$ cat config.mk
export PLATFORM = sky130hd
export DESIGN_NAME = fsm_path_sequencer
export DESIGN_NICKNAME = d
export VERILOG_FILES = /design/src/rtl/fsm_path_sequencer.sv
export SDC_FILE = /design/constraint.sdc
export NUM_CORES = 1
export LEC_CHECK = 0
export ABC_CLOCK_PERIOD_IN_PS = 6410
export BUFFER_PORTS_ARGS = -buffer_cell sky130_fd_sc_hd__buf_4
export CAP_MARGIN = 25
export CORE_UTILIZATION = 51
export DETAILED_ROUTE_END_ITERATION = 16
export PLACE_DENSITY = 0.79
export SETUP_SLACK_MARGIN = 0.2
export SYNTH_ARGS = -nofsm -noshare
export SYNTH_HDL_FRONTEND = slang
export SYNTH_SLANG_ARGS = --single-unit
$ cat constraint.sdc
create_clock -name clk -period 6.41 [get_ports clk]
set_input_delay 1.923 -clock clk [delete_from_list [all_inputs] [get_ports clk]]
set_output_delay 1.923 -clock clk [all_outputs]
set_load 0.01 [all_outputs]
$ cat src/rtl/fsm_path_sequencer.sv
// fsm_path_sequencer: stores a short program of 2-bit symbols and plays it into a
// Moore FSM. Each run does the following:
//   - holds the FSM in reset for one cycle;
//   - drives one symbol per clock;
//   - samples the FSM output once per symbol;
//   - counts the high samples.
//
// Ports:
//   clk, rstn                 clock, asynchronous active-low reset
//   i_wr_en, i_wr_data        push a symbol into the buffer (IDLE only, not full)
//   i_clr                     empty the buffer (IDLE only, beats i_wr_en)
//   o_full                    buffer holds DEPTH symbols
//   i_start                   begin a run (IDLE only, non-empty program)
//   o_busy, o_done            run in progress / one-cycle completion pulse
//   o_fsm_rstn, o_fsm_input   drive the FSM under test
//   i_fsm_output              Moore output of the FSM under test
//   o_hit_cnt, o_last_out     high-sample count and final sample of the last run
module fsm_path_sequencer #(
  parameter int unsigned DEPTH = 8,
  parameter int unsigned AW    = 3
) (
  input  logic          clk,
  input  logic          rstn,
  input  logic          i_wr_en,
  input  logic [1:0]    i_wr_data,
  input  logic          i_clr,
  output logic          o_full,
  input  logic          i_start,
  output logic          o_busy,
  output logic          o_done,
  output logic          o_fsm_rstn,
  output logic [1:0]    o_fsm_input,
  input  logic          i_fsm_output,
  output logic [AW:0]   o_hit_cnt,
  output logic          o_last_out
);

  typedef enum logic [2:0] {StIdle, StRst, StPlay, StFlush, StDone} state_e;

  localparam logic [AW:0] One    = (AW+1)'(1);
  localparam logic [AW:0] DepthC = (AW+1)'(DEPTH);

  state_e      state;
  logic [AW:0] len;
  logic [AW:0] rd_ptr;
  logic [1:0]  mem [DEPTH];

  logic wr_ok;
  logic start_ok;
  logic sample;

  assign o_full = (len == DepthC);

  // Clear has priority over write; a write in the start cycle joins the run.
  assign wr_ok    = (state == StIdle) && i_wr_en && !o_full && !i_clr;
  assign start_ok = (state == StIdle) && i_start && !i_clr && ((len != '0) || wr_ok);

  // FSM output lags its symbol by one cycle: skip the first PLAY cycle, take FLUSH.
  assign sample = ((state == StPlay) && (rd_ptr != '0)) || (state == StFlush);

  // Buffer storage needs no reset; len alone defines valid contents.
  always_ff @(posedge clk) begin
    if (wr_ok) begin
      mem[len[AW-1:0]] <= i_wr_data;
    end
  end

  always_ff @(posedge clk or negedge rstn) begin
    if (!rstn) begin
      state      <= StIdle;
      len        <= '0;
      rd_ptr     <= '0;
      o_hit_cnt  <= '0;
      o_last_out <= 1'b0;
    end else begin
      if (sample) begin
        o_last_out <= i_fsm_output;
        if (i_fsm_output) begin
          o_hit_cnt <= o_hit_cnt + One;
        end
      end
      unique case (state)
        StIdle: begin
          if (i_clr) begin
            len <= '0;
          end else if (wr_ok) begin
            len <= len + One;
          end
          if (start_ok) begin
            state     <= StRst;
            o_hit_cnt <= '0;
            rd_ptr    <= '0;
          end
        end
        StRst: state <= StPlay;
        StPlay: begin
          rd_ptr <= rd_ptr + One;
          if (rd_ptr == len - One) begin
            state <= StFlush;
          end
        end
        StFlush: state <= StDone;
        StDone:  state <= StIdle;
        default: state <= StIdle;
      endcase
    end
  end

  assign o_busy      = (state == StRst) || (state == StPlay) || (state == StFlush);
  assign o_done      = (state == StDone);
  // Follows rstn combinationally so the FSM is held in reset with the sequencer.
  assign o_fsm_rstn  = rstn && (state != StRst);
  assign o_fsm_input = (state == StPlay) ? mem[rd_ptr[AW-1:0]] : 2'b00;

endmodule

# Word-level counts from Yosys, hierarchy flattened
# Memory sizes are Yosys's and may differ from the RTL's.
# Cells that the tools add are included.
word_totals:
  ff_bits: 16
  ram_bits: 16
  inputBits: 8
  out_inout_bits: 11
  elab_cells: 55
  mem_count: 1
memory_table:
  columns: ["memory", "words", "width", "read_ports", "rd_clocked_by_memory_dff", "write_ports", "line", "rtl"]
  rows:
  - ["mem", 8, 2, 1, 0, 1, "46", "logic [1:0] mem [DEPTH];"]
classes:
  n_addsub: 4
  n_eq_ne: 9
  muxes: 14
  n_reduce_logical: 22
ops:
  columns: ["operator", "n"]
  rows:
  - ["$mux 4", 7]
  - ["$add 4x1->4 const B", 3]
  - ["$pmux 3 s4", 1]
  - ["$logic_and 1x1->1", 8]
  - ["$pmux 4 s2", 1]
  - ["$reduce_bool 4->1", 2]
  - ["$eq 3x2->1 const B", 2]
  - ["$mux 3", 2]
  - ["$reduce_and 2->1", 3]
  - ["$eq 4x4->1", 1]
  - ["$eq 4x4->1 const B", 1]
  - ["$logic_or 1x1->1", 4]
  - ["$reduce_bool 2->1", 2]
  - ["$sub 4x1->4 const B", 1]
  - ["$eq 3x1->1 const B", 1]
  - ["$eq 3x3->1 const B", 1]
  - ["$logic_not 3->1", 1]
  - ["$ne 3x1->1 const B", 1]
  - ["$logic_not 1->1", 2]
  - ["$mux 1", 2]
  - ["$mux 2", 1]
  - ["$ne 2x1->1 const B", 1]
  - ["$ne 2x2->1 const B", 1]

# Depth between registers and ports, before layout
depth:
  word_depth: 8
  ltp_mapped: 6
  mapped_depth_nobuf: 5

# Worst setup path after synthesis
# OpenSTA, ideal clock, no wires.
synth_path:
  kind: "input port to output port"
  from: "in rstn"
  to: "out o_fsm_rstn"
  arrival_time_ns: 2.079
  required_ns: 4.487
  slack_ns: 2.408
  path_stages: 1
  n_path_buf: 0
  cell_sequence: "o31a_1"
synth_between:
  elab_chain_cells: 1
synth_rtl:
  columns: ["item", "line", "rtl"]
  rows:
  - ["start, declared", "23", "input logic rstn,"]
  - ["$logic_and 1x1->1", "112", "assign o_fsm_rstn = rstn && (state != StRst);"]
  - ["end, declared", "31", "output logic o_fsm_rstn,"]
# No other way between the ends.

# Worst setup path after layout
# Same ends and word-level chain as after synthesis.

==> summary.md <==
| Metric | Value |
|---|---|
| Period minus WS final | `4.36 ns` |
| CTS resizes | `0` |
| Clk sinks | `32` |
| Fin crit share | `68.0%` |
| Sequential-to-total area share from yosys stat | `between 50% and 60%` |
| Cell variety after synth | `46` |
| Leak | `0.721 nW` |
| Fin. Hold Viols | `0` |
| Post-synth EDFFs | `16` |
| Worst Max-Slew Pin Slew | `roughly 0.77 ns` |
| Post-Layout Cell Count | `roughly 210` |
| Status | `finished clean` |
| Fin nets | `~180` |
| DR iter-0 viols | `82` |
| Post-synth top area share | `28.1%` |
| Reg-to-reg critical path endpoint | `mem[3][1]$_DFFE_PP_` |
| Crit path arrival time | `2.43 ns` |
| Top achievable clock speed | `230 MHz` |
| Setup ws final | `2.05 ns` |
| Post-CTS Setup Inserts | `0` |
| Core area | `0.00313 sq mm` |
| CTS hold repair buffers | `0` |
| Final ANT Viol Nets | `0` |
| Initial core utilization | `a little over half` |
| Routability cong. | `0.763` |
| Worst hold start | `o_hit_cnt[3]$_DFF_PN0_` |
| CP required | `4.49 ns` |
| Post-DP HPWL | `2260 um` |
| Final wirelength | `3150 um` |
| TritonRoute pass-1 iters | `4` |
| Worst min path class | `reg -> reg` |
| Clock root buffer master | `clkbuf_4` |
| Die Span Y | `59.9 um` |
| Share of layout cells above drive strength 1 | `20.1%` |
| Die area | `0.00359 sq mm` |
| Pre-CTS WS | `roughly 2.0 ns` |
| Mapped Nets | `165` |
| Flop2flop setup slack | `4.01 ns` |
| Crit-path max FO | `17` |
| Clock Latency Late Sink | `roughly 0.33 ns` |
| Vias | `1186` |
| H-tree depth | `2` |
| Mean Syn Cell Area | `between 10 and 15 sq um` |
| Overflow after GRT | `0` |
| Initial antenna violation count | `0` |
| CTS max path bufs | `2` |
| Clk pin slew, worst setup/hold paths | `approximately 0.10 ns` |
| Setup violators final | `0` |
| TNS Setup | `0 ns` |
| Die width | `about 60 um` |
| Largest net degree at the start of global routing | `18` |
| Crit-path most repeated cell | `buf_4` |
| DP Cell Count | `200` |
| Syn Inst Count | `151` |
| R2R depth | `5` |
| IO buf count | `18` |
| CTS tree | `built` |
| CP Capture Type | `output pin` |
| Vias in the first global route | `about 1100` |
| Crit-path slowest cell | `buf_4` |
| WHS Endpoint | `o_hit_cnt[3]$_DFF_PN0_` |
| Antenna cells | `0` |
| Startpoint Class | `input pin` |
| TritonCTS buffer count | `5` |
| Most frequent cells after synthesis | `dfrtp_1 (16), edfxtp_1 (16), inv_1 (8), nor4_1 (8)` |
| Post-synth top area cell | `edfxtp_1` |
| Clk_skew | `0.0135 ns` |
| Area Growth Syn to Fin | `10.8%` |
| Top_reg_cell synth | `edfxtp_1` |
| Stages on the worst setup path | `3` |
| Routed WL per cell | `15.2 um` |
| Global-route usage over all layers | `20.6%` |
| Final Core Density | `60.6%` |
| Crit-path cells | `buf_4 -> o31a_1 -> buf_4` |
| Max-slew violations | `0` |
| Rows | `20` |
| Max-cap viol count | `0` |
| Crit path buf inv count | `2` |
| RSZ-0062 raised after global routing | `false` |
| Crit path kind | `in -> out` |
| Synth Warn # | `0` |
| Synthesized area | `0.00171 sq mm` |
| Peak per-stage delay on the critical path | `0.22 ns` |
| I/O Pins | `19` |
| WHS Path Cells | `1` |
| Slew margin rel. | `approximately 48%` |
| Ys async rst share | `between 50% and 60%` |
| Family with the most delay on the worst path | `buffers and inverters` |
| Worst R2R Start | `len[0]$_DFFE_PN0P_` |
| Pwr Density | `between 400 and 500 mW/mm^2` |
| First-pass GRT wire length | `5310 um` |
| Number of synthesized register bits | `32` |
| DR vias/cell | `between 5 and 6` |
| Residual DRC count | `0` |
| Max IR drop VDD | `~0.19 mV` |
| Synth area leaders | `edfxtp_1 (28%), dfrtp_1 (23%), ha_1 (4.4%)` |
[worst max path at each step]
stage	from	to	slack (ns)
after detailed placement	rstn	o_fsm_rstn	2.03
final	rstn	o_fsm_rstn	2.05
after floorplan	rstn	o_fsm_rstn	2.41
after global routing	rstn	o_fsm_rstn	2.01
after global placement	rstn	o_fsm_rstn	2.06
after CTS	rstn	o_fsm_rstn	2.03
[cells in the final DEF (no fill, tap or decap), types with 5 or more instances in the layout]
cell | Yosys | routed
buf_4 | 1 | 18
edfxtp_1 | 16 | 16
clkbuf_4 | 0 | 5
nor3_1 | 7 | 7
nor2_1 | 5 | 5
ha_1 | 6 | 6
nor4_1 | 8 | 8
xnor2_1 | 6 | 6
inv_1 | 8 | 8
dfrtp_1 | 16 | 16
o21ai_0 | 6 | 6
[routing by layer]
layer | wire length (um) | vias up | share of wire [%] | GRT usage (%)
met2 | 1520 | 31 | 48 | 31.1
met3 | 129 | 7 | 4.1 | 4.76
met5 | 0 | - | 0 | 0
met1 | 1460 | 561 | 46 | 27.8
met4 | 43 | 0 | 1.4 | 10.6
li1 | - | 587 | - | -
[registers in the layout (all words and copies together) (netlist names)]
signal,cells
mem,16
len,4
o_hit_cnt,4
rd_ptr,4
state,3
o_last_out,1
[layout make-up]
| type | count | area, sq um |
|---|---|---|
| multi-input combinational | 98 | 734 |
| timing repair buffer | 18 | 135 |
| inverter | 8 | 30.0 |
| sequential | 32 | 881 |
| tap | 44 | 55.1 |
| clock buffer | 8 | 58.8 |
| fill | 273 | 1230 |
[logic make-up (layout without fill, tap and decap cells)]
| kind of cell | count (synthesis) | count (layout) | synth area share (%) |
|---|---|---|---|
| multiplexers | 5 | 5 | 4.54 |
| adder cells (fa/ha/maj) | 6 | 6 | 4.39 |
| buffers and inverters | 21 | 34 | 5.56 |
| AO/OA/AOI/OAI | 27 | 27 | 11.0 |
| AND/OR/NAND/NOR | 52 | 52 | 18.9 |
| flip-flops | 32 | 32 | 51.5 |
| XOR/XNOR | 8 | 8 | 4.10 |
[stage by stage]
step | instance area (sq um) | hold WS (ns) | total power, mW
2_1_floorplan | 1710 | 0.514 | 0.573
3_3_place_gp | 1840 | 0.474 | 0.641
3_5_place_dp | 1840 | 0.483 | 0.659
4_1_cts | 1890 | 0.497 | 0.778
5_1_grt | 1890 | 0.555 | 0.834
6_report | 1890 | 0.494 | 0.775
[power by group]
part | leakage, nW | total, mW | internal (mW) | switching, mW
sequential | 0.354 | 0.335 | 0.258 | 0.0777
clock | 0.0326 | 0.119 | 0.0541 | 0.0650
combinational | 0.334 | 0.320 | 0.154 | 0.166
total | 0.721 | 0.775 | 0.466 | 0.309
(Power assumes the default switching activity.)
